[config.mk]
export PLATFORM = sky130hd
export DESIGN_NAME = ir_period_counter
export DESIGN_NICKNAME = d
export VERILOG_FILES = /design/src/rtl/ir_period_counter.sv
export SDC_FILE = /design/constraint.sdc
export NUM_CORES = 1
export LEC_CHECK = 0
export ABC_CLOCK_PERIOD_IN_PS = 3300
export CAP_MARGIN = 0
export CORE_MARGIN = 3
export CORE_UTILIZATION = 54
export CTS_BUF_LIST = sky130_fd_sc_hd__clkbuf_4 sky130_fd_sc_hd__clkbuf_8 sky130_fd_sc_hd__clkbuf_16
export CTS_CLUSTER_SIZE = 14
export DETAILED_ROUTE_END_ITERATION = 16
export PLACE_DENSITY = 0.8
export SLEW_MARGIN = 5
export SYNTH_ARGS = -nofsm -noshare
export SYNTH_HDL_FRONTEND = slang
export SYNTH_SLANG_ARGS = --single-unit
export TNS_END_PERCENT = 10
[constraint.sdc]
create_clock -name clk -period 3.3 [get_ports clk]
set_clock_uncertainty 0.05 [all_clocks]
set_input_delay 0.495 -clock clk [delete_from_list [all_inputs] [get_ports clk]]
set_output_delay 0.495 -clock clk [all_outputs]
set_load 0.005 [all_outputs]
[src/rtl/ir_period_counter.sv]
// ir_period_counter: programmable IR timebase with prescaler and wrap/one-shot/up-down modes; IR_CAPTURE_EN adds count capture
module ir_period_counter #(
  parameter int WIDTH       = 11,
  parameter int PRESCALE_W  = 8,
  parameter int DEFAULT_TOP = 1750
) (
  input  logic                  clk,
  input  logic                  rst,
  input  logic                  en,
  input  logic                  start,
  input  logic                  clear,
  input  logic [1:0]            mode,
  input  logic [WIDTH-1:0]      top,
  input  logic [PRESCALE_W-1:0] prescale,
  output logic [WIDTH-1:0]      count,
  output logic                  tick,
  output logic                  dir,
  output logic                  running,
  input  logic                  capture_in,
  output logic [WIDTH-1:0]      capture_val,
  output logic                  capture_valid
);
  typedef enum logic [1:0] {IDLE, RUN, DONE} state_t;
  state_t                  state;
  logic [1:0]              mode_q;
  logic [WIDTH-1:0]        top_q;
  logic [PRESCALE_W-1:0]   prescale_q;
  logic [PRESCALE_W-1:0]   psc;
  logic [WIDTH-1:0]        up1;
  logic [WIDTH-1:0]        dn1;
  logic [WIDTH-1:0]        nxt_count;
  logic                    nxt_tick;
  logic                    nxt_dir;
  logic                    at_top;
  logic                    step;
  assign running = state == RUN;
  assign step    = psc == prescale_q;
  assign up1     = count + WIDTH'(1);
  assign dn1     = count - WIDTH'(1);
  assign at_top  = count >= top_q;
  // next count/tick/dir for one step; mode 11 falls through to free-run wrap
  always_comb begin
    nxt_count = at_top ? '0 : up1;
    nxt_tick  = at_top;
    nxt_dir   = dir;
    if (mode_q == 2'b01) begin
      nxt_count = at_top ? top_q : up1;
      nxt_tick  = at_top || up1 == top_q;
    end else if (mode_q == 2'b10) begin
      nxt_count = dir ? (at_top ? top_q : up1) : (count == '0 ? '0 : dn1);
      nxt_tick  = dir ? (at_top || up1 == top_q) : (count <= WIDTH'(1));
      nxt_dir   = dir ^ nxt_tick;
    end
  end
  // control FSM, prescaler and counter with priority rst > clear > start > step
  always_ff @(posedge clk) begin
    if (!rst) begin
      state      <= IDLE;
      count      <= '0;
      tick       <= 1'b0;
      dir        <= 1'b1;
      psc        <= '0;
      top_q      <= WIDTH'(DEFAULT_TOP);
      mode_q     <= 2'b00;
      prescale_q <= '0;
    end else if (clear) begin
      state <= IDLE;
      count <= '0;
      tick  <= 1'b0;
      dir   <= 1'b1;
      psc   <= '0;
    end else if (start) begin
      mode_q     <= mode;
      top_q      <= top;
      prescale_q <= prescale;
      state      <= RUN;
      count      <= '0;
      tick       <= 1'b0;
      dir        <= 1'b1;
      psc        <= '0;
    end else begin
      tick <= running && en && step && nxt_tick;
      if (running && en) begin
        psc <= step ? '0 : psc + PRESCALE_W'(1);
        if (step) begin
          count <= nxt_count;
          dir   <= nxt_dir;
          if (mode_q == 2'b01 && nxt_tick) state <= DONE;
        end
      end
    end
  end
`ifdef IR_CAPTURE_EN
  logic [3:0] sync;
  // two-flop synchroniser, one retiming flop and edge history; capture the pre-edge count on a rising strobe
  always_ff @(posedge clk) begin
    if (!rst) begin
      sync          <= '0;
      capture_val   <= '0;
      capture_valid <= 1'b0;
    end else begin
      sync          <= {sync[2:0], capture_in};
      capture_valid <= sync[2] & ~sync[3];
      if (sync[2] & ~sync[3]) capture_val <= count;
    end
  end
`else
  logic unused_capture;
  assign unused_capture = capture_in;
  assign capture_val    = '0;
  assign capture_valid  = 1'b0;
`endif
endmodule
# Word-level counts from Yosys, hierarchy flattened

Index checks and enable logic that the tools add are counted.

Bitwise logic cells: 4
Equal/unequal tests: 5
Reductions and logical operators: 16
Multiplexer cells: 14
Add/subtract/negate cells: 3
$lt $le $gt $ge: 2

Operators with widths:

| kind                  | number |
|---|---|
| $mux 11               | 6 |
| $add 11x1->11 const B | 1 |
| $eq 11x11->1          | 1 |
| $ge 11x11->1          | 1 |
| $le 11x1->1 const B   | 1 |
| $logic_not 11->1      | 1 |
| $sub 11x1->11 const B | 1 |
| $add 8x1->8 const B   | 1 |
| $eq 8x8->1            | 1 |
| $mux 8                | 1 |
| $mux 1                | 7 |
| $reduce_and 3->1      | 2 |
| $reduce_bool 2->1     | 3 |
| $eq 2x1->1 const B    | 2 |
| $logic_and 1x1->1     | 4 |
| $reduce_and 2->1      | 2 |
| $reduce_and 4->1      | 1 |
| $not 1->1             | 3 |
| $reduce_or 3->1       | 1 |
| $eq 2x2->1 const B    | 1 |
| $reduce_or 2->1       | 1 |
| $logic_or 1x1->1      | 1 |
| $xor 1x1->1           | 1 |

Word-level logic and storage cells: 53
Input port bits: 27
Output and inout port bits: 26
Register bits: 44

# Depth between registers and ports, before layout

Depth after elaboration: 11
Gate-level depth with buffers: 13
Gate-level depth less buffers: 10

# Worst setup path after synthesis

No wires, ideal clock.

Kind: flip-flop to flip-flop
Start: reg count[0]
End: reg count[8]
Path buffers: 2
Setup time: 0.070 ns
Data arrival time: 2.384 ns
Required time: 3.180 ns
Path slack: 0.796 ns
Clock period less this slack: 2.504 ns
Cell stages (with the launch flop): 13
Cells stage by stage: dfxtp_1 > buf_2 > inv_1 > ha_1 > nand2b_1 > nand3_1 > a21o_1 > a21oi_1 > or2_1 > buf_6 > mux2_4 > a211o_1 > a21oi_1

Longest elaborated chain between the ends: 5
Elaborated cells between the ends (all ways): 10
Classes of those cells: 2 x add/sub; 1 x order compare; 6 x mux; 1 x reduce/logical

Ends and longest elaborated chain:

| what                                  | line   | RTL |
|---|---|---|
| from (decl)                           | 15     | `output logic [WIDTH-1:0] count,` |
| from (signal assigned)                | 86     | `count <= nxt_count;` |
| $sub 11x1->11 (tied with other cells) | 39     | `assign dn1 = count - WIDTH'(1);` |
| $mux 11 (on tied branches)            | 50, 47 |  |
| $mux 11                               | 50     | `nxt_count = dir ? (at_top ? top_q : up1) : (count == '0 ? '0 : dn1);` |
| $mux 11                               | 49     | `end else if (mode_q == 2'b10) begin` |
| $mux 11 (*)                           | 46     | `if (mode_q == 2'b01) begin` |

Mark *: on every way between the ends. The rest lies on a longest branch, timed or not.
A chain may end at the register's enable or synchronous reset.

# Final worst setup path

Start: reg count[3]
End: reg dir

Longest elaborated chain between the ends: 5
Elaborated cells between the ends (all ways): 7
Classes of those cells: 1 x add/sub; 2 x order compare; 1 x eq/ne; 1 x mux; 1 x bitwise; 1 x reduce/logical

Ends and longest elaborated chain:

| what                 | line | RTL |
|---|---|---|
| $add 11x1->11        | 38   | `assign up1 = count + WIDTH'(1);` |
| $eq 11x11->1         | 51   | `nxt_tick = dir ? (at_top \|\| up1 == top_q) : (count <= WIDTH'(1));` |
| $logic_or 1x1->1     | 51   |  |
| $mux 1 (*)           | 51   |  |
| $xor 1x1->1 (*)      | 52   | `nxt_dir = dir ^ nxt_tick;` |
| to (signal assigned) | 87   | `dir <= nxt_dir;` |
| to (decl)            | 17   | `output logic dir,` |

Marks and branches as above.

==> summary.md <==
* **TritonCTS clock tree** done
* **portion of the clock cycle consumed by the worst path in the final layout** 0.835
* **synthesis-to-finish area growth** 15.5%
* **antenna diode count** 0
* **via count of the first global-routing pass** 3063
* **quantity of gates resized following cts** 0
* **sort of element at the end of the critical path** flop
* **Vias/cell** 5.93
* **Setup violations, final** 0
* **largest net degree at the start of global routing** 26
* **Die X** 84.4 um
* **total of flip-flops plus latches after synthesis** 44
* **count of different cell masters after synthesis** 56
* **CP bufs+invs** 0
* **number of nets still failing antenna checks after routing** 0
* **first-pass GRT wire length** 14100 um
* **sum of net half-perimeters after detailed placement** 6290 um
* **maximum buffer depth of the clock tree** 2
* **endpoint arrival time on the critical path** 2.90 ns
* **fin nets** 515
* **number of max-slew violations in the final report** 0
* **IR drop worst, VDD** 0.232 mV
* **Internal** 0.000848 W
* **transition time at the pin with the least slew margin** 0.612 ns
* **total global routing overflow** 0
* **total of warnings raised by yosys** 0
* **asr flop ratio synth** 0
* **H-tree level count** 2
* **remaining routing DRC violations** 0
* **number of violations reported at the end of detailed-routing iteration 0** 314
* **count of mapped cells out of synthesis** 443
* **kind of critical path** reg -> reg
* **Die Footprint** 7130 sq um
* **cell class contributing the biggest share of worst-path delay** simple AND/OR/NAND/NOR gates
* **total number of vias** 3238
* **setup repair after global routing missed its margin** false
* **sequential element share of the synthesized area** 0.265
* **fraction of layout instances using a drive strength above 1** 0.0717
* **final hold vios** 0
* **vertical die dimension** 84.4 um
* **average wire per cell in the routed design** 15.2 um
* **clock latency reported for the late side of the worst-skew pair** 0.30 ns
* **starting density of the core** 0.578
* **largest incremental delay on the critical path** 0.68 ns
* **number of top-level pins** 53
* **worst max-slew margin expressed relative to the limit** 0.591
* **Post-Synthesis Mean Instance Area** 7.50 sq um
* **combined area of the multi-input logic cells** 2200 sq um
* **clock power share** 0.377
* **worst hold path class** reg -> reg
* **All-Layer GR Usage** 0.238
* **Clock transition at path regs** 0.09 ns
* **net switching power** 0.000300 W
* **portion of total power attributed to combinational logic** 0.133
* **cell area after synthesis** 3320 sq um
* **cell with the largest stage delay on the worst path** sky130_fd_sc_hd__dfxtp_1
* **number of flops mapped to enable cells by yosys** 0
* **crit-path max FO** 13
* **net switching fraction of the power** 0.262
* **number of core rows** 27
* **# clock sinks** 44
* **cells along the critical path** and4_1 -> nand2b_1 -> a311oi_1 -> nand4_1 -> nor4_1 -> nor2_1 -> o21ai_1 -> nand3_1
* **final critical-path required period** 2.76 ns
* **number of filler cells placed in the layout** 483
* **run status** complete, no violations
* **PortBufs** 39
* **number of buffers created by CTS** 5
* **Power Density** 299 nW/um^2
* **standby leakage power** 1.50 nW
* **Peak Freq** 363 MHz
* **Floorplan Core Area** 5740 sq um
* **worst endpoint required time** 3.44 ns
* **number of setup buffers added after CTS** 0
* **total of max-cap violations** 0
* **commonest register cell after synthesis** sky130_fd_sc_hd__dfxtp_1
* **placer congestion estimate** 0.991
* **Sequential Power Share** 0.490
* **worst slack on hold paths** 0.433 ns
* **hold-fix buffer count after cts** 0
* **antenna violations before repair** 0
* **sequential cell area in the final layout** 881 sq um
* **kind of start point of the critical path** flop
* **master cell of the clock root buffer** sky130_fd_sc_hd__clkbuf_8
* **number of optimization iterations in the first detailed-route pass** 6
* **total length of routed wires** 8310 um
* **setup_tns** 0 ns
[power groups by stage]
| stage | clock, W | combinational, W | sequential (W) |
|---|---|---|---|
| after floorplan | 0 | 0.000104 | 0.000568 |
| after global placement | 0 | 0.000147 | 0.000574 |
| after detailed placement | 0 | 0.000150 | 0.000575 |
| after CTS | 0.000440 | 0.000151 | 0.000562 |
| after global routing | 0.000459 | 0.000169 | 0.000565 |
| final | 0.000433 | 0.000153 | 0.000563 |
[cells in the mapped netlist, types with 2 or more instances]
cell	instances	area, sq um
sky130_fd_sc_hd__a211o_1	2	17.5
sky130_fd_sc_hd__a211oi_1	5	37.5
sky130_fd_sc_hd__a21boi_0	14	105
sky130_fd_sc_hd__a21o_1	6	45.0
sky130_fd_sc_hd__a21oi_1	20	100
sky130_fd_sc_hd__a311oi_1	5	43.8
sky130_fd_sc_hd__a31oi_1	6	37.5
sky130_fd_sc_hd__and3_1	5	31.3
sky130_fd_sc_hd__buf_1	2	7.51
sky130_fd_sc_hd__buf_2	12	60.1
sky130_fd_sc_hd__buf_4	13	97.6
sky130_fd_sc_hd__buf_6	2	22.5
sky130_fd_sc_hd__clkbuf_1	11	41.3
sky130_fd_sc_hd__dfxtp_1	44	881
sky130_fd_sc_hd__ha_1	15	188
sky130_fd_sc_hd__inv_1	17	63.8
sky130_fd_sc_hd__mux2i_1	2	20.0
sky130_fd_sc_hd__nand2_1	64	240
sky130_fd_sc_hd__nand2b_1	12	75.1
sky130_fd_sc_hd__nand3_1	16	80.1
sky130_fd_sc_hd__nand4_1	6	37.5
sky130_fd_sc_hd__nor2_1	33	124
sky130_fd_sc_hd__nor2b_1	3	18.8
sky130_fd_sc_hd__nor3_1	11	55.1
sky130_fd_sc_hd__nor3b_1	5	37.5
sky130_fd_sc_hd__nor4_1	5	31.3
sky130_fd_sc_hd__o2111ai_1	2	17.5
sky130_fd_sc_hd__o211ai_1	7	52.6
sky130_fd_sc_hd__o21a_1	3	22.5
sky130_fd_sc_hd__o21ai_0	34	170
sky130_fd_sc_hd__o221ai_1	3	26.3
sky130_fd_sc_hd__o31ai_1	2	15.0
sky130_fd_sc_hd__or2_2	2	12.5
sky130_fd_sc_hd__xnor2_1	17	149
sky130_fd_sc_hd__xnor3_1	2	45.0
sky130_fd_sc_hd__xor2_1	15	131
[flip-flops by register name, indices dropped and copies added, names as in the netlist]
signal	flops
mode_q	2
count	11
state	2
prescale_q	8
psc	8
tick	1
dir	1
top_q	11
[stage by stage]
stage,total power [W],utilization,worst slack (ns),cells,area (sq um)
after global placement,0.000721,0.648,0.600,538,3720
after global routing,0.00119,0.668,0.386,546,3830
after floorplan,0.000672,-,0.796,454,3360
final,0.00115,0.668,0.543,546,3830
after CTS,0.00115,0.668,0.576,546,3830
after detailed placement,0.000725,0.648,0.611,538,3720
[placed cells by master (no fill, tap or decap), types with 3 or more instances in the layout]
| cell type | count |
|---|---|
| sky130_fd_sc_hd__o221ai_1 | 3 |
| sky130_fd_sc_hd__a211oi_1 | 5 |
| sky130_fd_sc_hd__ha_1 | 15 |
| sky130_fd_sc_hd__conb_1 | 12 |
| sky130_fd_sc_hd__xnor2_1 | 17 |
| sky130_fd_sc_hd__clkbuf_8 | 5 |
| sky130_fd_sc_hd__a31oi_1 | 6 |
| sky130_fd_sc_hd__dfxtp_1 | 44 |
| sky130_fd_sc_hd__nand2b_1 | 12 |
| sky130_fd_sc_hd__o21a_1 | 3 |
| sky130_fd_sc_hd__nor4_1 | 4 |
| sky130_fd_sc_hd__clkdlybuf4s50_1 | 39 |
| sky130_fd_sc_hd__a21oi_1 | 20 |
| sky130_fd_sc_hd__a21o_1 | 6 |
| sky130_fd_sc_hd__nand3_1 | 16 |
| sky130_fd_sc_hd__a21boi_0 | 14 |
| sky130_fd_sc_hd__a311oi_1 | 5 |
| sky130_fd_sc_hd__xor2_1 | 15 |
| sky130_fd_sc_hd__nand4_1 | 6 |
| sky130_fd_sc_hd__and3_1 | 5 |
| sky130_fd_sc_hd__o21ai_0 | 34 |
| sky130_fd_sc_hd__nand2_1 | 64 |
| sky130_fd_sc_hd__nor2_1 | 33 |
| sky130_fd_sc_hd__o211ai_1 | 7 |
| sky130_fd_sc_hd__nor3_1 | 11 |
| sky130_fd_sc_hd__inv_1 | 17 |
| sky130_fd_sc_hd__buf_4 | 13 |
| sky130_fd_sc_hd__nor3b_1 | 5 |
[area by class of cell]
cell class / count / share of cell area
clock buffer: 5 / 0.0179
clock inverter: 3 / 0.0121
inverter: 17 / 0.0166
multi-input combinational: 353 / 0.573
sequential: 44 / 0.230
tap: 72 / 0.0235
timing repair buffer: 52 / 0.127
[kinds of logic (layout without fill, tap and decap cells)]
group,Yosys count,in the layout,share of synthesized area
and+or+nand+nor,173,173,0.253
AOI/OAI and AO/OA,115,115,0.224
buffers and inverters,57,77,0.0882
DFF,44,44,0.265
xor gates and xnor gates,34,34,0.0980
adders and majority gates,15,15,0.0565
muxes,4,4,0.0139
other,1,12,0.00113
[tightest hold or removal path: cells and delay by family (launching register included)]
kind	cells	cell delay, ns
AND/OR/NAND/NOR	1	0.05
flip-flops	1	0.33
AO/OA/AOI/OAI	1	0.07
[metal layers]
| metal | part of all wire | global-route usage | vias to the layer above |
|---|---|---|---|
| met1 | 0.46 | 0.323 | 1477 |
| met4 | 0.019 | 0.0835 | 0 |
| met5 | 0 | 0 | - |
| met3 | 0.083 | 0.0500 | 15 |
| li1 | - | - | 1587 |
| met2 | 0.44 | 0.377 | 159 |
[final timing paths]
check / from / end / slack (ns) / cells after the start
worst max-delay path: count[3] / dir / 0.54 / 8
worst min-delay path: prescale_q[7] / prescale_q[7] / 0.43 / 2
worst max register to register: count[3] / dir / 0.54 / 8
worst min register to register: prescale_q[7] / prescale_q[7] / 0.43 / 2
(Power assumes the default switching activity.)
==> edit (config.mk and constraints unchanged) <==
Set the parameter `WIDTH` to 10 (it was 11).
--- a/src/rtl/ir_period_counter.sv
+++ b/src/rtl/ir_period_counter.sv
@@ -1,6 +1,6 @@
 // ir_period_counter: programmable IR timebase with prescaler and wrap/one-shot/up-down modes; IR_CAPTURE_EN adds count capture
 module ir_period_counter #(
-  parameter int WIDTH       = 11,
+  parameter int WIDTH       = 10,
   parameter int PRESCALE_W  = 8,
   parameter int DEFAULT_TOP = 1750
 ) (
Ports: changed (resized capture_val, count and top); port bits go from 53 to 50. No check against the original RTL was run, so the function may have changed too.
==> edit against the original RTL <==
Wire length up 1.8%; area after synthesis fell by 4.2%; sequential power down 4.4%; total power is 2.3% higher; sequential cell count is 2 lower; combinational power decreased by 10%; synthesized cell count decreased by 7.7%; cell area decreased by 3.4%; cell count decreased by 6.2%; setup slack got worse by 0.15 ns; worst hold slack got worse by 0.0021 ns; highest routed layer unchanged.
==> edit: results (changes against the original RTL) <==
| Metric | Value |
|---|---|
| Placed insts | `504 (was 538)` |
| Met3 usage | `0.04121 (was 0.05005)` |
| Arrival @ worst endpoint | `3.05 ns (was 2.90 ns)` |
| Sequential area share after synthesis | `0.2644 (was 0.2653)` |
| Met3 wire length | `656 um (was 691 um)` |
| Leak pwr | `0.001486 uW (was 0.001496 uW)` |
| Routed len/inst | `16.52 um (was 15.21 um)` |
| Post-DP HPWL | `6.338 mm (was 6.287 mm)` |
| IO Port Bufs | `37 (was 39)` |
| GR Util All Layers | `0.2656 (was 0.2382)` |
| Status | `finished clean (unchanged)` |
| Critical path fanouts, max | `16 (was 13)` |
| Cell Area, Placed | `3567 um2 (was 3720 um2)` |
| Comb_multi_in | `326 (was 353)` |
| Multi-input gate area | `2112 um2 (was 2197 um2)` |
| Psw | `284.2 uW (was 300.5 uW)` |
| CP max-delay cell | `o31a_1 (was dfxtp_1)` |
| Pin count of the biggest net entering global routing | `27 (was 26)` |
| Worst VDD drop | `236.4 uV (was 232.1 uV)` |
| Total power | `1175 uW (was 1148 uW)` |
| Gate Count Post-Synth | `409 (was 443)` |
| CORE AREA | `5608 um2 (was 5743 um2)` |
| Cell family with most CP delay | `compound AO/OA/AOI/OAI gates (was simple AND/OR/NAND/NOR gates)` |
| DRT Pass-1 Iters | `5 (was 6)` |
| Metal1 wirelength | `3.856 mm (was 3.824 mm)` |
| Slew headroom | `0.4508 (was 0.5912)` |
| Sequential cell area | `840.8 um2 (was 880.8 um2)` |
| Vias | `3,127 (was 3,238)` |
| Top cells by instance count after synthesis | `56 x nand2_1, 42 x dfxtp_1, 28 x nor2_1 (was 64 x nand2_1, 44 x dfxtp_1, 34 x o21ai_0)` |
| Hold Slack | `0.4311 ns (was 0.4332 ns)` |
| Biggest regs | `count x10, top_q x10 (was count x11, top_q x11)` |
| Net total in the final layout | `480 (was 515)` |
| Area Overhead vs Synth | `16.48% (was 15.49%)` |
| Final worst setup slack | `0.3975 ns (was 0.5434 ns)` |
| Critical path's largest stage delay | `0.61 ns (was 0.68 ns)` |
| Cell variety after synth | `58 (was 56)` |
| Signal inverters | `13 (was 17)` |
| Clk tree area frac | `0.03715 (was 0.03002)` |
| Combinational share of power | `0.117 (was 0.133)` |
| First-pass GRT wire length | `14.01 mm (was 14.10 mm)` |
| GR Util met1 | `0.3663 (was 0.3225)` |
| CTS sink cnt | `42 (was 44)` |
| NonClk Buf Share | `0.1283 (was 0.1272)` |
| Vias in the first global route | `2,885 (was 3,063)` |
| Filler cells | `513 (was 483)` |
| Initial DRC Count | `441 (was 314)` |
| Buffers excl. clock | `51 (was 52)` |
| Final Wtd Congestion | `0.9567 (was 0.9907)` |
| Clk pwr share | `0.425 (was 0.377)` |
| DR WL met2 | `3.810 mm (was 3.635 mm)` |
-- edit: cell families after synthesis --
| family | Yosys count | synth area share |
|---|---|---|
| and+or+nand+nor | 159 | 0.2510 |
| AOI/OAI and AO/OA | 99 | 0.2211 |
| buffers and inverters | 51 | 0.08340 |
| DFF | 42 | 0.2644 |
| xor gates and xnor gates | 37 | 0.1042 |
| adders and majority gates | 15 | 0.05901 |
| muxes | 5 | 0.01574 |
| other | 1 | 0.001179 |
-- edit: final timing paths --
| path | from | end | cells after the start |
|---|---|---|---|
| max reg2reg | top_q[8] | count[1] | 8 |
| max | top_q[8] | count[1] | 8 |
| min reg2reg | prescale_q[7] | prescale_q[7] | 2 |
| min | prescale_q[7] | prescale_q[7] | 2 |
-- edit: worst register-to-register path, cell delays in order, from the launching register on --
cell     delay, ns
dfxtp_1       0.46
inv_1         0.12
ha_1          0.36
o21ai_0       0.11
a21oi_1       0.30
o31a_1        0.61
nor2_1        0.22
a311o_1       0.40
a22o_1        0.17
